===== src/rtl/video_stream_source_pkg.sv =====
// Shared widths, pattern codes and LFSR helper for the video stream source.
// Latency: n/a (types and constants only).
// Backpressure: n/a.
package vid_pkg;

    localparam int VID_X_W   = 11;
    localparam int VID_Y_W   = 10;
    localparam int VID_PIX_W = 8;

    localparam logic [VID_PIX_W-1:0] LFSR_SEED = 8'hA5;
    // Galois taps for x^8+x^6+x^5+x^4+1 in a right-shifting register.
    localparam logic [VID_PIX_W-1:0] LFSR_TAPS = 8'hB8;

    typedef enum logic [1:0] {
        PAT_HRAMP = 2'd0,
        PAT_VRAMP = 2'd1,
        PAT_CHECK = 2'd2,
        PAT_LFSR  = 2'd3
    } pat_e;

    typedef enum logic {
        ST_IDLE = 1'b0,
        ST_RUN  = 1'b1
    } vid_state_e;

    function automatic logic [VID_PIX_W-1:0] lfsr_next(input logic [VID_PIX_W-1:0] s);
        return s[0] ? ((s >> 1) ^ LFSR_TAPS) : (s >> 1);
    endfunction

endpackage


===== src/rtl/video_stream_source_timing_gen.sv =====
// Pixel-tick divider, h/v raster counters and IDLE/RUN control with vsync/active decode.
// Latency: decode is combinational from the counter registers; the top registers it.
// Backpressure: none; enable is only honoured at a frame boundary.
module vid_timing_gen
    import vid_pkg::*;
#(
    parameter int IMG_HDISP = 1280,
    parameter int IMG_VDISP = 720,
    parameter int H_BLANK   = 160,
    parameter int V_BLANK   = 25,
    parameter int VSYNC_LEN = 5,
    parameter int CLKEN_DIV = 1
) (
    input  logic        clk,
    input  logic        rst_n,
    input  logic        i_enable,
    output logic        o_tick,
    output logic        o_frame_start,
    output logic        o_run,
    output logic        o_vsync,
    output logic        o_act,
    output logic [11:0] o_h,
    output logic [10:0] o_v
);

    localparam int H_TOTAL = IMG_HDISP + H_BLANK;
    localparam int V_TOTAL = IMG_VDISP + V_BLANK;

    localparam logic [11:0] H_LAST     = 12'(H_TOTAL - 1);
    localparam logic [11:0] H_ACT_END  = 12'(IMG_HDISP);
    localparam logic [10:0] V_LAST     = 11'(V_TOTAL - 1);
    localparam logic [10:0] V_ACT_BEG  = 11'(V_BLANK);
    localparam logic [10:0] V_SYNC_END = 11'(VSYNC_LEN);
    localparam logic [3:0]  DIV_LAST   = 4'(CLKEN_DIV - 1);

    vid_state_e  r_state, w_state_nxt;
    logic [3:0]  r_div;
    logic [11:0] r_h, w_h_nxt;
    logic [10:0] r_v, w_v_nxt;
    logic        w_tick;
    logic        w_frame_start;

    assign w_tick = (r_div == DIV_LAST);

    // Free-running pixel-tick divider, also runs while idle.
    always_ff @(posedge clk or negedge rst_n) begin
        if (!rst_n) begin
            r_div <= '0;
        end else begin
            r_div <= w_tick ? 4'd0 : r_div + 4'd1;
        end
    end

    // State and raster counter registers.
    always_ff @(posedge clk or negedge rst_n) begin
        if (!rst_n) begin
            r_state <= ST_IDLE;
            r_h     <= '0;
            r_v     <= '0;
        end else begin
            r_state <= w_state_nxt;
            r_h     <= w_h_nxt;
            r_v     <= w_v_nxt;
        end
    end

    // Next state: counters move on ticks; enable is only looked at when a frame could begin.
    always_comb begin
        w_state_nxt   = r_state;
        w_h_nxt       = r_h;
        w_v_nxt       = r_v;
        w_frame_start = 1'b0;
        case (r_state)
            ST_IDLE: begin
                if (w_tick && i_enable) begin
                    w_state_nxt   = ST_RUN;
                    w_h_nxt       = '0;
                    w_v_nxt       = '0;
                    w_frame_start = 1'b1;
                end
            end
            ST_RUN: begin
                if (w_tick) begin
                    if (r_h == H_LAST) begin
                        w_h_nxt = '0;
                        if (r_v == V_LAST) begin
                            w_v_nxt = '0;
                            if (i_enable) begin
                                w_frame_start = 1'b1;
                            end else begin
                                w_state_nxt = ST_IDLE;
                            end
                        end else begin
                            w_v_nxt = r_v + 11'd1;
                        end
                    end else begin
                        w_h_nxt = r_h + 12'd1;
                    end
                end
            end
            default: w_state_nxt = ST_IDLE;
        endcase
    end

    assign o_tick        = w_tick;
    assign o_frame_start = w_frame_start;
    assign o_run         = (r_state == ST_RUN);
    assign o_vsync       = o_run && (r_v < V_SYNC_END);
    assign o_act         = o_run && (r_v >= V_ACT_BEG) && (r_h < H_ACT_END);
    assign o_h           = r_h;
    assign o_v           = r_v;

endmodule


===== src/rtl/video_stream_source.sv =====
// Raster pattern source driving the per_frame_* vsync/href/clken stream with luma and coordinates.
// Latency: all outputs are registered, one clock after the raster counter state they describe.
// Backpressure: none; frames run to completion, enable/pattern_sel take effect at frame start.
module video_stream_source
    import vid_pkg::*;
#(
    parameter int IMG_HDISP = 1280,
    parameter int IMG_VDISP = 720,
    parameter int H_BLANK   = 160,
    parameter int V_BLANK   = 25,
    parameter int VSYNC_LEN = 5,
    parameter int CLKEN_DIV = 1
) (
    input  logic                 clk,
    input  logic                 rst_n,
    input  logic                 enable,
    input  logic [1:0]           pattern_sel,
    output logic                 post_frame_vsync,
    output logic                 post_frame_href,
    output logic                 post_frame_clken,
    output logic [VID_PIX_W-1:0] post_img_Y,
    output logic [VID_X_W-1:0]   post_setx,
    output logic [VID_Y_W-1:0]   post_sety,
    output logic                 frame_done
);

    if (IMG_HDISP < 1 || IMG_HDISP > 2047 || IMG_VDISP < 1 || IMG_VDISP > 1023) begin : g_err_disp
        $error("video_stream_source: active size out of range");
    end
    if (H_BLANK < 1 || V_BLANK < 2 || VSYNC_LEN < 1 || VSYNC_LEN > V_BLANK - 1) begin : g_err_blank
        $error("video_stream_source: blanking/vsync configuration invalid");
    end
    if (CLKEN_DIV < 1 || CLKEN_DIV > 15 || IMG_HDISP + H_BLANK > 4096 || IMG_VDISP + V_BLANK > 2048) begin : g_err_div
        $error("video_stream_source: divider or raster totals out of range");
    end

    localparam logic [VID_X_W-1:0] X_LAST    = VID_X_W'(IMG_HDISP - 1);
    localparam logic [VID_Y_W-1:0] Y_LAST    = VID_Y_W'(IMG_VDISP - 1);
    localparam logic [10:0]        V_BLANK_W = 11'(V_BLANK);

    logic                 w_tick, w_frame_start, w_run, w_vsync, w_act, w_pix_en;
    logic [11:0]          w_h;
    logic [10:0]          w_v;
    logic [VID_X_W-1:0]   w_x;
    logic [VID_Y_W-1:0]   w_y;
    logic [VID_PIX_W-1:0] w_pix;

    logic                 r_vsync, r_href, r_clken, r_frame_done;
    logic [VID_PIX_W-1:0] r_img_y, r_lfsr;
    logic [VID_X_W-1:0]   r_setx;
    logic [VID_Y_W-1:0]   r_sety;
    pat_e                 r_pat;

    vid_timing_gen #(
        .IMG_HDISP (IMG_HDISP),
        .IMG_VDISP (IMG_VDISP),
        .H_BLANK   (H_BLANK),
        .V_BLANK   (V_BLANK),
        .VSYNC_LEN (VSYNC_LEN),
        .CLKEN_DIV (CLKEN_DIV)
    ) u_timing (
        .clk           (clk),
        .rst_n         (rst_n),
        .i_enable      (enable),
        .o_tick        (w_tick),
        .o_frame_start (w_frame_start),
        .o_run         (w_run),
        .o_vsync       (w_vsync),
        .o_act         (w_act),
        .o_h           (w_h),
        .o_v           (w_v)
    );

    assign w_x      = VID_X_W'(w_h);
    assign w_y      = VID_Y_W'(w_v - V_BLANK_W);
    assign w_pix_en = w_act && w_tick;

    // Pixel value for the current active coordinate under the pattern latched at frame start.
    always_comb begin
        w_pix = '0;
        case (r_pat)
            PAT_HRAMP: w_pix = w_x[7:0];
            PAT_VRAMP: w_pix = w_y[7:0];
            PAT_CHECK: w_pix = (w_x[3] ^ w_y[3]) ? 8'hFF : 8'h00;
            PAT_LFSR:  w_pix = r_lfsr;
            default:   w_pix = '0;
        endcase
    end

    // Registered stream outputs; luma holds between strobes and is cleared while idle.
    always_ff @(posedge clk or negedge rst_n) begin
        if (!rst_n) begin
            r_vsync      <= 1'b0;
            r_href       <= 1'b0;
            r_clken      <= 1'b0;
            r_img_y      <= '0;
            r_setx       <= '0;
            r_sety       <= '0;
            r_frame_done <= 1'b0;
        end else begin
            r_vsync      <= w_vsync;
            r_href       <= w_act;
            r_clken      <= w_pix_en;
            r_setx       <= w_act ? w_x : '0;
            r_sety       <= w_act ? w_y : '0;
            r_frame_done <= r_clken && (r_setx == X_LAST) && (r_sety == Y_LAST);
            if (!w_run) begin
                r_img_y <= '0;
            end else if (w_pix_en) begin
                r_img_y <= w_pix;
            end
        end
    end

    // Pattern latch and LFSR: reseeded at each frame start, stepped after every pixel strobe.
    always_ff @(posedge clk or negedge rst_n) begin
        if (!rst_n) begin
            r_pat  <= PAT_HRAMP;
            r_lfsr <= LFSR_SEED;
        end else if (w_frame_start) begin
            r_pat  <= pat_e'(pattern_sel);
            r_lfsr <= LFSR_SEED;
        end else if (w_pix_en) begin
            r_lfsr <= lfsr_next(r_lfsr);
        end
    end

    assign post_frame_vsync = r_vsync;
    assign post_frame_href  = r_href;
    assign post_frame_clken = r_clken;
    assign post_img_Y       = r_img_y;
    assign post_setx        = r_setx;
    assign post_sety        = r_sety;
    assign frame_done       = r_frame_done;

endmodule


===== config.mk =====
export PLATFORM = sky130hd
export DESIGN_NAME = video_stream_source
export DESIGN_NICKNAME = d
export VERILOG_FILES = /design/src/rtl/video_stream_source_pkg.sv /design/src/rtl/video_stream_source_timing_gen.sv /design/src/rtl/video_stream_source.sv
export SDC_FILE = /design/constraint.sdc
export NUM_CORES = 1
export LEC_CHECK = 0
export BUFFER_PORTS_ARGS = -buffer_cell sky130_fd_sc_hd__buf_4
export CAP_MARGIN = 30
export CELL_PAD_IN_SITES_DETAIL_PLACEMENT = 1
export CELL_PAD_IN_SITES_GLOBAL_PLACEMENT = 1
export CORE_UTILIZATION = 40
export CTS_BUF_LIST = sky130_fd_sc_hd__clkbuf_16
export CTS_CLUSTER_SIZE = 24
export DETAILED_ROUTE_END_ITERATION = 10
export PLACE_DENSITY = 0.71
export SYNTH_ARGS = -nofsm -noshare
export SYNTH_HDL_FRONTEND = slang
export SYNTH_HIERARCHICAL = 1
export SYNTH_SLANG_ARGS = --single-unit

===== constraint.sdc =====
create_clock -name clk -period 4.55 [get_ports clk]
set_input_delay 0.91 -clock clk [delete_from_list [all_inputs] [get_ports clk]]
set_output_delay 0.91 -clock clk [all_outputs]
set_load 0.05 [all_outputs]

# After elaboration in Yosys (flattened, before gate mapping)
# Cells that the tools add are included.
# word_totals
ff_bits,71
latch_bits,0
ram_bits,0
romBits,0
input_bits,5
out_inout_bits,33
word_cells,75
mem_count,0
# classes
add_sub_neg,4
mul,0
n_div,0
order_cmp,3
eq_ne,11
shifts,0
mux,29
n_bitwise,3
n_reduce_logical,12
# ops
operator,n
$mux W11,5
$mux W8,6
$mux W12,3
$pmux W8 S4,1
$pmux W12 S2,1
$pmux W11 S2,1
$add A12 B1 Y12 const B,1
$eq A12 B11 Y1 const B,1
$lt A12 B11 Y1 const B,1
$add A11 B1 Y11 const B,1
$eq A11 B10 Y1 const B,1
$eq A11 B11 Y1 const B,1
$ge A11 B5 Y1 const B,1
$lt A11 B3 Y1 const B,1
$eq A10 B10 Y1 const B,1
$mux W10,1
$sub A10 B5 Y10 const B,1
$mux W1,8
$logic_and A1 B1 Y1,7
$ne A2 B2 Y1 const B,3
$add A4 B1 Y4 const B,1
$eq A2 B2 Y1 const B,2
$logic_not A4 Y1,1
$mux W4,1
10 further kinds,11

# Longest topological paths before layout
# Gate-level depths: netlist (run 1).
# depth
ltp_word,6
mapped_depth,11
mapped_depth_nobuf,10

# Cells and area by module
# Netlist (run 1), hierarchy kept.
# by_module_without_submodules
mod,instances,cells_per_inst,area_per_inst_um2,seq_area_each_um2
video_stream_source,1,181,2006.9,1081.0
vid_timing_gen,1,196,1717.9,700.7

# Least setup slack after synthesis (run 1)
# No wires, ideal clock.
# synth_timing
path_kind,reg-to-reg
startpoint,reg u_timing.r_v[1] (netlist: u_timing/o_v[1])
endpoint,reg r_img_y[1] (netlist: post_img_Y[1])
setup_ps,77
arrival_time_ps,2171
setup_slack_ps,2302
path_stages_with_launch,12
path_cell_list,dfrtp_1 inv_1 ha_1 nor4_1 nor2_1 nor2_1 nor4b_1 nand2_2 inv_1 buf_2 nand2_1 a21oi_1
# synth_between
elab_cells_between_ends,11
cone_classes,add/sub (1); order compare (1); eq/ne (1); mux (4); bitwise (1); reduce/logical (3)
# synth_lines
item,line_no,source
"start, declared",video_stream_source_timing_gen.sv:39,"logic [10:0] r_v, w_v_nxt;"
"start signal, assigned",video_stream_source_timing_gen.sv:63,r_v <= w_v_nxt;
$ge A11 B5 Y1,video_stream_source_timing_gen.sv:109,assign o_act = o_run && (r_v >= V_ACT_BEG) && (r_h < H_ACT_END);
$logic_and A1 B1 Y1 (2 in a row),video_stream_source_timing_gen.sv:109,
via w_act,video_stream_source.sv:41,"logic w_tick, w_frame_start, w_run, w_vsync, w_act, w_pix_en;"
$logic_and A1 B1 Y1,video_stream_source.sv:76,assign w_pix_en = w_act && w_tick;
via w_pix_en,video_stream_source.sv:41,
$ne A2 B2 Y1 (no line),-,
"end signal, assigned",video_stream_source.sv:110,r_img_y <= w_pix;
"end, declared",video_stream_source.sv:49,"logic [VID_PIX_W-1:0] r_img_y, r_lfsr;"
# The timed path passes the listed nets, and every way through them passes these cells. The select of a mux whose other input is x is not followed.
# A chain may end at the register's enable or synchronous reset.

# Worst setup path after layout (run 1)
# layout_timing
startpoint,reg u_timing.r_v[0] (netlist: u_timing/o_v[0])
endpoint,reg r_pat[1]
# layout_between
elab_chain_len,5
# layout_rtl
item,line_no,source
$eq A11 B10 Y1,video_stream_source_timing_gen.sv:86,if (r_v == V_LAST) begin
$mux W1,video_stream_source_timing_gen.sv:86,
$mux W1,video_stream_source_timing_gen.sv:84,if (r_h == H_LAST) begin
$mux W1,video_stream_source_timing_gen.sv:83,if (w_tick) begin
$pmux W1 S2,video_stream_source_timing_gen.sv:73,case (r_state)
via w_frame_start,video_stream_source.sv:41,
"end signal, assigned",video_stream_source.sv:121,r_pat <= pat_e'(pattern_sel);
"end, declared",video_stream_source.sv:52,pat_e r_pat;
# The timed path passes the listed nets, and every way through them passes these cells.

==> summary.md, run 1 <==
| Metric | Value |
|---|---|
| Status | `finished, violations left` |
| Failing checks | `design-rule violations` |
| Diodes inserted | `0` |
| Fin util | `49.2%` |
| I/O pin total | `38` |
| Min-delay src | `u_timing/r_div[3]` |
| Prevailing post-synth register cell | `dfrtp_1` |
| Syn Std Cell Area | `3720 µm²` |
| Max Cap Viol | `0` |
| Crit path depth | `7` |
| Clk_lat worst skew | `between 0.3 and 0.4 ns` |
| Commonest non-fill, non-tap cell in the layout | `dfrtp_1` |
| Final TNS setup | `0 ns` |
| Die Area | `9700 µm²` |
| Row count | `34` |
| Yosys top cell area share | `between 40% and 50%` |
| Worst vdd ir | `0.196 mV` |
| Synth Warn # | `6` |
| Syn Inst Count | `377` |
| Worst-path cell chain | `inv_1 -> ha_1 -> nor4bb_1 -> nand3_1 -> o21a_1 -> nor2_1 -> mux2_2` |
| Final HPWL DP | `6920 µm` |
| Reg clk slew, reported paths | `0.06 ns` |
| Asr flop ratio synth | `100%` |
| Final setup margin | `1.56 ns` |
| Max Slew Vio Count | `0` |
| EDFF count, synth | `0` |
| CTS tree | `done` |
| Die W | `98.5 µm` |
| Via count | `3050` |
| Hold WS | `between 0.4 and 0.5 ns` |
| Ratio of cells with drive above 1 in the final layout | `18.4%` |
| Maximum clock rate | `0.334 GHz` |
| Via-per-instance ratio | `5.87` |
| Final period utilization | `65.7%` |
| Hold Path Depth | `1` |
| Number of global-route vias before repair | `~3200` |
| Layout area overhead | `16.9%` |
| Synthesized flop and latch total | `71` |
| Clock buffer depth | `2` |
| Endpoints failing setup | `0` |
| First-pass GRT wire length | `16600 µm` |
| Crit Reg-Reg Startpoint | `u_timing/o_v[0]` |
| Worst-Margin Slew | `0.925 ns` |
| Pre-CTS setup slack | `1.60 ns` |
| Clock Sinks | `71` |
| Core area | `8850 µm²` |
| Worst slew margin | `38.4%` |
| FF/Latch Area | `roughly 1800 µm²` |
| # hold bufs at CTS | `0` |
| Worst-path maximum fanout | `14` |
| Multi-input gate area | `1770 µm²` |
| Leakage | `1.92 nW` |
| CP Launch Point | `u_timing/o_v[0]` |
| Hold Crit Class | `flip-flop to flip-flop` |
| Worst Path Required | `between 4 and 5 ns` |
| Starting Density | `42.1%` |
| # DRC | `6` |
| Post-CTS resize count | `0` |
| IO Port Bufs | `37` |
| Crit. End Element | `flip-flop` |
| Clock root buffer | `clkbuf_16` |
| Final Hold Vio Count | `0` |
| Unrepaired setup endpoints after global routing | `no` |
| Pre-Repair DR Iteration Count | `9` |
| Die height | `98.5 µm` |
| H-tree level count | `3` |
| CP Data Arrival Time | `3.20 ns` |
| DR WL/cell | `19.4 µm` |
| Min cycle time layout | `2.99 ns` |
| GRT overflow | `0` |
| Initial antenna violation count | `0` |
| # fillers | `1015` |
| Crit-path max cell delay | `0.51 ns` |
| Post-Syn Nets | `389` |
| WP buf/inv | `1` |
| Critical Path Source Type | `flip-flop` |
| Final Skew | `0.00794 ns` |
| Pwr Total | `about 1.4 mW` |
| Post-CTS Setup Repair Bufs | `0` |
| Post-synth cell types | `65` |
| DRT iter0 DRCs | `160` |
| Largest net degree at the start of global routing | `72` |
| WL final | `about 10000 µm` |
| Critical Path Slowest Stage Cell | `dfrtp_1` |
| Most frequent cells in the layout | `dfrtp_1, nand2_1, buf_4` |
| Fin nets | `419` |
| Synthesized area per cell | `approximately 9.9 µm²` |
| Sequential cell area fraction in the yosys report | `47.8%` |
| Final Wtd Congestion | `around 0.8` |
| Kind of critical path | `flip-flop to flip-flop` |
| Area contributors post-synth | `dfrtp_1, nand2_1, and2_1, a31oi_1, dfstp_2` |
| CTS Buf Count | `9` |
| Family with the most delay on the worst path | `simple AND/OR/NAND/NOR gates` |
| Cell taking the most area after synthesis | `dfrtp_1` |
| Pwr Density | `320 nW/µm²` |
| Routed Antenna Nets | `0` |
| Overall routing resource usage | `22.3%` |
| R2R depth | `7` |
==> final cells by class <==
class	instances	share of cell area, %
inverters	19	1.64
flip-flops and latches	71	40.9
repair buffers	38	6.55
clock inverters	7	2.01
well taps	108	3.10
multi-input cells	268	40.6
clock buffers	9	5.17
==> registers in the layout, indices dropped and copies added, names as in the netlist <==
register and count:
u_timing/o_v 11, post_frame_href 1, r_lfsr 8, post_frame_clken 1, frame_done 1, u_timing/o_h 12
u_timing/o_run 1, u_timing/r_div 4, post_sety 10, post_frame_vsync 1, r_pat 2, post_img_Y 8
post_setx 11
==> report_power, final <==
part	switching (mW)	total, mW	internal, mW
combinational	0.0130	0.0153	0.00226
clock	0.272	0.747	0.475
sequential	0	0.632	0.632
==> kinds of logic (layout without fill, tap and decap cells) <==
| logic type | after synthesis | in the layout | synth area share [%] |
|---|---|---|---|
| and+or+nand+nor | 160 | 160 | 24.0 |
| AOI/OAI and AO/OA | 80 | 80 | 14.9 |
| DFF | 71 | 71 | 47.8 |
| buffers and inverters | 38 | 73 | 4.90 |
| xor gates and xnor gates | 15 | 15 | 3.93 |
| adders and majority gates | 7 | 7 | 2.35 |
| muxes | 6 | 6 | 2.05 |
==> worst paths after layout <==
path	slack [ns]	end
setup / recovery	1.56	r_pat[1]
hold / removal	0.50	u_timing/r_div[3]
setup reg to reg	1.56	r_pat[1]
hold reg to reg	0.50	u_timing/r_div[3]
max in group asynchronous	3.27	u_timing/o_h[6]
min in group asynchronous	0.70	post_sety[8]
==> per-layer routing <==
| metal | global-route usage, % | wire (µm) |
|---|---|---|
| met1 | 30.2 | 4670 |
| met2 | 36.2 | 4770 |
| met5 | 0 | 0 |
| met3 | 2.98 | 409 |
| met4 | 9.64 | 230 |
==> synth_stat cells (all sizes together) (8+ instances only) <==
cell type	number
dfrtp	67
nand2	39
nor2	26
and2	21
inv	19
a31oi	18
nand3	15
o21ai	15
nor3	12
clkbuf	10
nand4	10
xnor2	10
buf	9
a21oi	8
a41oi	8
==> through the flow <==
| stage | area (µm²) | std cells |
|---|---|---|
| floorplan | 3720 | 377 |
| global placement | 4040 | 504 |
| detailed placement | 4040 | 504 |
| CTS | 4350 | 520 |
| global route | 4350 | 520 |
| finish | 4350 | 520 |
No activity file was read; power rests on OpenSTA's default activity.
==> run 2, diff against run 1 <==
--- a/config.mk
+++ b/config.mk
@@ -13,7 +13,7 @@
 export CTS_BUF_LIST = sky130_fd_sc_hd__clkbuf_16
 export CTS_CLUSTER_SIZE = 24
 export DETAILED_ROUTE_END_ITERATION = 10
-export PLACE_DENSITY = 0.71
+export PLACE_DENSITY = 0.73
 export SYNTH_ARGS = -nofsm -noshare
 export SYNTH_HDL_FRONTEND = slang
 export SYNTH_HIERARCHICAL = 1
==> constraint.sdc (replaced) <==
create_clock -name clk -period 2.7 [get_ports clk]
set_input_delay 0.54 -clock clk [delete_from_list [all_inputs] [get_ports clk]]
set_output_delay 0.54 -clock clk [all_outputs]
set_load 0.05 [all_outputs]
==> run 2 against run 1 <==
The flow still finishes with violations (design-rule violations). Core utilization grew 1.1 points. Final cell count grew 2.9%. Wire length grew 5.5%. Power grew 63%. Register-to-register slack lost 1.3 ns. Largest cell class unchanged. Largest power group unchanged.
==> summary.md, run 2 (synthesized netlist as in run 1, its figures left out) <==
| Metric | Value |
|---|---|
| Family with the most delay on the worst path | `simple AND/OR/NAND/NOR gates` |
| Worst-Margin Slew | `0.916 ns (-0.00857 ns)` |
| Die height | `98.5 µm (unchanged)` |
| Final Wtd Congestion | `0.780 (-2.3%)` |
| Die W | `98.5 µm (unchanged)` |
| Maximum clock rate | `0.416 GHz (+25%)` |
| Design Area, Final | `4450 µm² (+2.3%)` |
| DP Area | `4150 µm² (+2.8%)` |
| Final HPWL DP | `7350 µm (+6.1%)` |
| Ratio of cells with drive above 1 in the final layout | `21.5% (+3.1 points)` |
| CTS tree | `done` |
| Non-filler instance count after layout | `535 (+2.9%)` |
| Via count | `3156 (+3.5%)` |
| Max Cap Viol | `0 (unchanged)` |
| Post-CTS Setup Repair Bufs | `0 (unchanged)` |
| Unrepaired setup endpoints after global routing | `no` |
| I/O pin total | `38 (unchanged)` |
| Max Slew Vio Count | `0 (unchanged)` |
| GRT overflow | `0 (unchanged)` |
| WP buf/inv | `2 (+1)` |
| Diodes inserted | `0 (unchanged)` |
| H-tree level count | `3 (unchanged)` |
| Pre-Repair DR Iteration Count | `7 (-2)` |
| Min cycle time layout | `2.40 ns (-0.590 ns)` |
| Hold Crit Class | `primary input to asynchronous set/reset pin` |
| Clock buffer depth | `2 (unchanged)` |
| Worst-path cell chain | `inv_1 -> ha_1 -> nor4_1 -> nor2_1 -> nor2_1 -> nor4b_2 -> nand2_2 -> inv_1 -> nand2_1 -> o31ai_1` |
| Failing checks | `design-rule violations` |
| Leakage | `1.98 nW (+3.1%)` |
| Worst slew margin | `38.9% (+0.57 points)` |
| DRT iter0 DRCs | `159 (-0.63%)` |
| CP Data Arrival Time | `2.63 ns (-0.57 ns)` |
| First-pass GRT wire length | `17300 µm (+3.9%)` |
| WL final | `10600 µm (+5.5%)` |
| Starting Density | `42.1% (unchanged)` |
| Worst Path Required | `2.93 ns (-1.83 ns)` |
| Worst-path maximum fanout | `15 (+1)` |
| Overall routing resource usage | `23.0% (+0.71 points)` |
| Final TNS setup | `0 ns (unchanged)` |
| Hold WS | `0.341 ns (-0.159 ns)` |
| Number of global-route vias before repair | `3357 (+5.4%)` |
| Row count | `34 (unchanged)` |
| Reg clk slew, reported paths | `0.06 ns (about the same)` |
| Fin nets | `434 (+3.6%)` |
| Final Skew | `0.00636 ns (-0.00158 ns)` |
| # fillers | `1009 (-0.59%)` |
| Kind of critical path | `flip-flop to flip-flop` |
| Final period utilization | `88.9% (+23 points)` |
| Initial antenna violation count | `0 (unchanged)` |
| IO Port Bufs | `37 (unchanged)` |
| DR WL/cell | `19.9 µm (+2.6%)` |
| Clock Sinks | `71 (unchanged)` |
| Worst vdd ir | `0.295 mV (+51%)` |
| Layout area overhead | `19.5%` |
| Endpoints failing setup | `0 (unchanged)` |
| Status | `finished, violations left` |
| Routed Antenna Nets | `0 (unchanged)` |
| Most frequent cells in the layout | `dfrtp_1, buf_4, nand2_1` |
| Core area | `8850 µm² (unchanged)` |
| # DRC | `8 (+2)` |
| Crit-path max cell delay | `0.48 ns (-0.03 ns)` |
| CTS Buf Count | `9 (unchanged)` |
| Clock root buffer | `clkbuf_16` |
| Final Hold Vio Count | `0 (unchanged)` |
| Pwr Density | `511 nW/µm² (+60%)` |
| # hold bufs at CTS | `0 (unchanged)` |
| Largest net degree at the start of global routing | `72 (unchanged)` |
| Crit. End Element | `flip-flop` |
| Die Area | `9700 µm² (unchanged)` |
| Clk_lat worst skew | `0.33 ns (about the same)` |
| Max FFs per register | `12 (unchanged)` |
| Commonest non-fill, non-tap cell in the layout | `dfrtp_1` |
| Inst Count DP | `519 (+3.0%)` |
| Via-per-instance ratio | `5.90 (+0.57%)` |
| Post-CTS resize count | `0 (unchanged)` |
| Critical Path Source Type | `flip-flop` |
| Critical Path Slowest Stage Cell | `dfrtp_1` |
-- run 2: final cells by class --
class | instances | area, µm² | area share [%]
Clock buffer | 9 | 225 | 5.06
Clock inverter | 7 | 73.8 | 1.66
Inverter | 19 | 71.3 | 1.60
Multi-Input combinational cell | 268 | 1770 | 39.7
Sequential cell | 71 | 1780 | 40.0
Tap cell | 108 | 135 | 3.04
Timing Repair Buffer | 53 | 398 | 8.94
-- run 2: routing by layer --
metal | share of wire [%] | GRT usage (%) | routed length, µm
met1 | 45 | 29.4 | 4770
met2 | 50 | 40.4 | 5270
met3 | 4.3 | 3.62 | 458
met4 | 1.2 | 6.89 | 128
met5 | 0 | 0 | 0
-- run 2: power breakdown --
| group | switching, mW | internal [mW] |
|---|---|---|
| Combinational | 0.0222 | 0.00380 |
| Clock | 0.470 | 0.715 |
| Sequential | 0 | 1.06 |
-- run 2: final timing paths --
| check | start | to | slack [ns] | cells after the start |
|---|---|---|---|---|
| min in group clk | pattern_sel[1] | r_pat[1] | 0.45 | 2 |
| min | rst_n | post_sety[8] | 0.34 | 1 |
| max reg2reg | u_timing/o_v[1] | post_img_Y[5] | 0.30 | 10 |
| min reg2reg | post_img_Y[4] | post_img_Y[4] | 0.51 | 2 |
| max in group asynchronous | rst_n | u_timing/r_div[0] | 1.76 | 1 |
| max | u_timing/o_v[1] | post_img_Y[5] | 0.30 | 10 |
-- run 2: through the flow --
step                      worst slack, ns  utilization, %  total power, mW
after floorplan                     0.452               -             1.08
after global placement              0.458            46.9             1.11
after detailed placement            0.290            46.9             1.11
after CTS                           0.272            50.3             2.30
after global routing               0.0690            50.3             2.34
final                               0.299            50.3             2.27
==> run 3, diff against run 2 <==
--- a/config.mk
+++ b/config.mk
@@ -5,15 +5,15 @@
 export SDC_FILE = /design/constraint.sdc
 export NUM_CORES = 1
 export LEC_CHECK = 0
-export BUFFER_PORTS_ARGS = -buffer_cell sky130_fd_sc_hd__buf_4
+export BUFFER_PORTS_ARGS = -buffer_cell sky130_fd_sc_hd__buf_2
 export CAP_MARGIN = 30
 export CELL_PAD_IN_SITES_DETAIL_PLACEMENT = 1
 export CELL_PAD_IN_SITES_GLOBAL_PLACEMENT = 1
 export CORE_UTILIZATION = 40
 export CTS_BUF_LIST = sky130_fd_sc_hd__clkbuf_16
-export CTS_CLUSTER_SIZE = 24
+export CTS_CLUSTER_SIZE = 8
 export DETAILED_ROUTE_END_ITERATION = 10
-export PLACE_DENSITY = 0.73
+export PLACE_DENSITY = 0.71
 export SYNTH_ARGS = -nofsm -noshare
 export SYNTH_HDL_FRONTEND = slang
 export SYNTH_HIERARCHICAL = 1
==> constraint.sdc (replaced) <==
create_clock -name clk -period 3.1 [get_ports clk]
set_input_delay 0.62 -clock clk [delete_from_list [all_inputs] [get_ports clk]]
set_output_delay 0.62 -clock clk [all_outputs]
set_load 0.05 [all_outputs]
==> run 3 against run 2 <==
The run still ends with design-rule violations left. Clock-buffer cell count is the same. Largest cell class unchanged. Clock power shrank 16%. Final area shrank 3.1%. Non-clock buffer count shrank 7. Worst setup slack gained 0.22 ns. Sequential power shrank 13%. Worst hold slack lost 0.045 ns. Core utilization shrank 1.6 points. Final cell count shrank 1.3%.
==> summary.md, run 3 (synthesized netlist as in run 1, its figures left out) <==
| Metric | Value |
|---|---|
| Worst-path maximum fanout | `13 (-2)` |
| Worst Path Required | `3.31 ns (+0.38 ns)` |
| Final TNS setup | `0 ns (unchanged)` |
| Most frequent cells in the layout | `dfrtp_1, nand2_1, buf_2` |
| H-tree level count | `3 (unchanged)` |
| Final Wtd Congestion | `0.776 (-0.54%)` |
| Net switching power | `0.400 mW (-19%)` |
| Die Area | `9700 µm² (unchanged)` |
| # hold bufs at CTS | `0 (unchanged)` |
| Clock root buffer | `clkbuf_16` |
| Seq pwr share | `47.6% (+0.8 points)` |
| Row count | `34 (unchanged)` |
| Clock Sinks | `71 (unchanged)` |
| CP Data Arrival Time | `2.79 ns (+0.16 ns)` |
| Post-CTS resize count | `0 (unchanged)` |
| Critical Path Source Type | `flip-flop` |
| Failing checks | `design-rule violations` |
| DRT iter0 DRCs | `221 (+39%)` |
| Diodes inserted | `0 (unchanged)` |
| Reg2Reg Setup Slack | `0.52 ns (+0.22 ns)` |
| WL final | `10200 µm (-3.9%)` |
| Worst-Margin Slew | `0.646 ns (-0.270 ns)` |
| Unrepaired setup endpoints after global routing | `no` |
| Ratio of cells with drive above 1 in the final layout | `20.0% (-1.5 points)` |
| Endpoints failing setup | `0 (unchanged)` |
| Sw frac | `20.5% (-1.1 points)` |
| Number of global-route vias before repair | `3175 (-5.4%)` |
| Crit Reg-Reg Startpoint | `u_timing/o_h[0]` |
| Die height | `98.5 µm (unchanged)` |
| Max FFs per register | `12 (unchanged)` |
| Maximum clock rate | `0.387 GHz (-7.0%)` |
| # DRC | `7 (-1)` |
| IO Port Bufs | `37 (unchanged)` |
| Status | `finished, violations left` |
| Pre-Repair DR Iteration Count | `9 (+2)` |
| Worst slew margin | `56.8% (+18 points)` |
| Worst R2R End | `r_pat[0]` |
| Final period utilization | `83.3% (-5.6 points)` |
| Starting Density | `42.1% (unchanged)` |
| Max Slew Vio Count | `0 (unchanged)` |
| Clk_lat worst skew | `0.32 ns (about the same)` |
| Core area | `8850 µm² (unchanged)` |
| Non-filler instance count after layout | `528 (-1.3%)` |
| Worst vdd ir | `0.235 mV (-20%)` |
| Largest net degree at the start of global routing | `49 (-32%)` |
| Leakage | `1.94 nW (-2.4%)` |
| Final HPWL DP | `7240 µm (-1.5%)` |
| DR WL/cell | `19.3 µm (-2.6%)` |
| Clock Power Share | `51.2% (-0.9 points)` |
| Final Hold Vio Count | `0 (unchanged)` |
| GRT overflow | `0 (unchanged)` |
| Reg clk slew, reported paths | `0.06 ns (about the same)` |
| Final Skew | `0.00609 ns (-0.000265 ns)` |
| Die W | `98.5 µm (unchanged)` |
| Min cycle time layout | `2.58 ns (+0.182 ns)` |
| Kind of critical path | `flip-flop to flip-flop` |
| Routed Antenna Nets | `0 (unchanged)` |
| Post-CTS Setup Repair Bufs | `0 (unchanged)` |
| Initial antenna violation count | `0 (unchanged)` |
| I/O pin total | `38 (unchanged)` |
| Pwr Density | `452 nW/µm² (-12%)` |
| CP Launch Point | `u_timing/o_h[0]` |
| R2R depth | `7 (-3)` |
| CTS tree | `done` |
| Hold Crit Class | `primary input to asynchronous set/reset pin` |
| Internal power | `1.55 mW (-13%)` |
| Via-per-instance ratio | `5.89 (-0.22%)` |
| Inst Count DP | `512 (-1.3%)` |
| Fin nets | `427 (-1.6%)` |
| Via count | `3108 (-1.5%)` |
| CTS Buf Count | `9 (unchanged)` |
| Max Cap Viol | `0 (unchanged)` |
| First-pass GRT wire length | `17300 µm (unchanged)` |
| Crit. End Element | `flip-flop` |
| Comb pwr share | `1.2% (about the same)` |
| Layout area overhead | `15.8%` |
| Fin util | `48.7% (-1.6 points)` |
| Worst setup path endpoint | `r_pat[0]` |
| Commonest non-fill, non-tap cell in the layout | `dfrtp_1` |
| Overall routing resource usage | `23.0% (-0.089 points)` |
| Clock buffer depth | `2 (unchanged)` |
[run 3: cell type report]
type | instances | area, µm²
Tap cell | 108 | 135
Timing Repair Buffer | 46 | 265
Inverter | 19 | 71.3
Fill cell | 1002 | 4540
Clock inverter | 7 | 66.3
Clock buffer | 9 | 225
Multi-Input combinational cell | 268 | 1770
Sequential cell | 71 | 1780
[run 3: critical path, cell delays in order (launching register included)]
cell and delay (ns):
dfrtp_1 0.49, ha_1 0.30, and4_1 0.28, nand3_1 0.10
buf_4 0.21, o21a_1 0.18, nor2_1 0.50, mux2_2 0.41
[run 3: worst min-delay path by stage]
stage / from / endpoint / slack [ns] / depth (start not counted)
2_1_floorplan: rst_n / frame_done / 0.32 / 0
3_3_place_gp: u_timing/o_v[10] / u_timing/o_v[10] / 0.47 / 1
6_report: rst_n / u_timing/o_v[9] / 0.30 / 1
3_5_place_dp: u_timing/r_div[0] / u_timing/r_div[0] / 0.48 / 1
5_1_grt: rst_n / u_timing/o_v[9] / 0.34 / 1
4_1_cts: rst_n / post_frame_vsync / 0.32 / 1
[run 3: routing by layer]
layer,share of wire (%),up-vias,GRT usage (%)
met4,2.1,0,9.76
met1,46,1551,30.9
met2,48,94,37.2
met3,3.5,16,3.33
met5,0,-,0
li1,-,1447,-
[run 3: through the flow]
stage	cell area, µm²	hold WS (ns)	setup WS, ns	total power, mW
3_5_place_dp	4020	0.484	0.553	0.970
4_1_cts	4310	0.321	0.515	1.97
3_3_place_gp	4020	0.475	0.659	0.969
5_1_grt	4310	0.342	0.230	2.01
6_report	4310	0.296	0.517	1.95
2_1_floorplan	3720	0.324	0.852	0.944
[run 3: power groups by stage]
stage	Sequential (mW)	Combinational, mW	Clock [mW]
5_1_grt	0.927	0.0286	1.06
2_1_floorplan	0.944	0.000405	0
3_3_place_gp	0.944	0.0256	0
6_report	0.927	0.0242	0.997
4_1_cts	0.927	0.0260	1.02
3_5_place_dp	0.944	0.0258	0
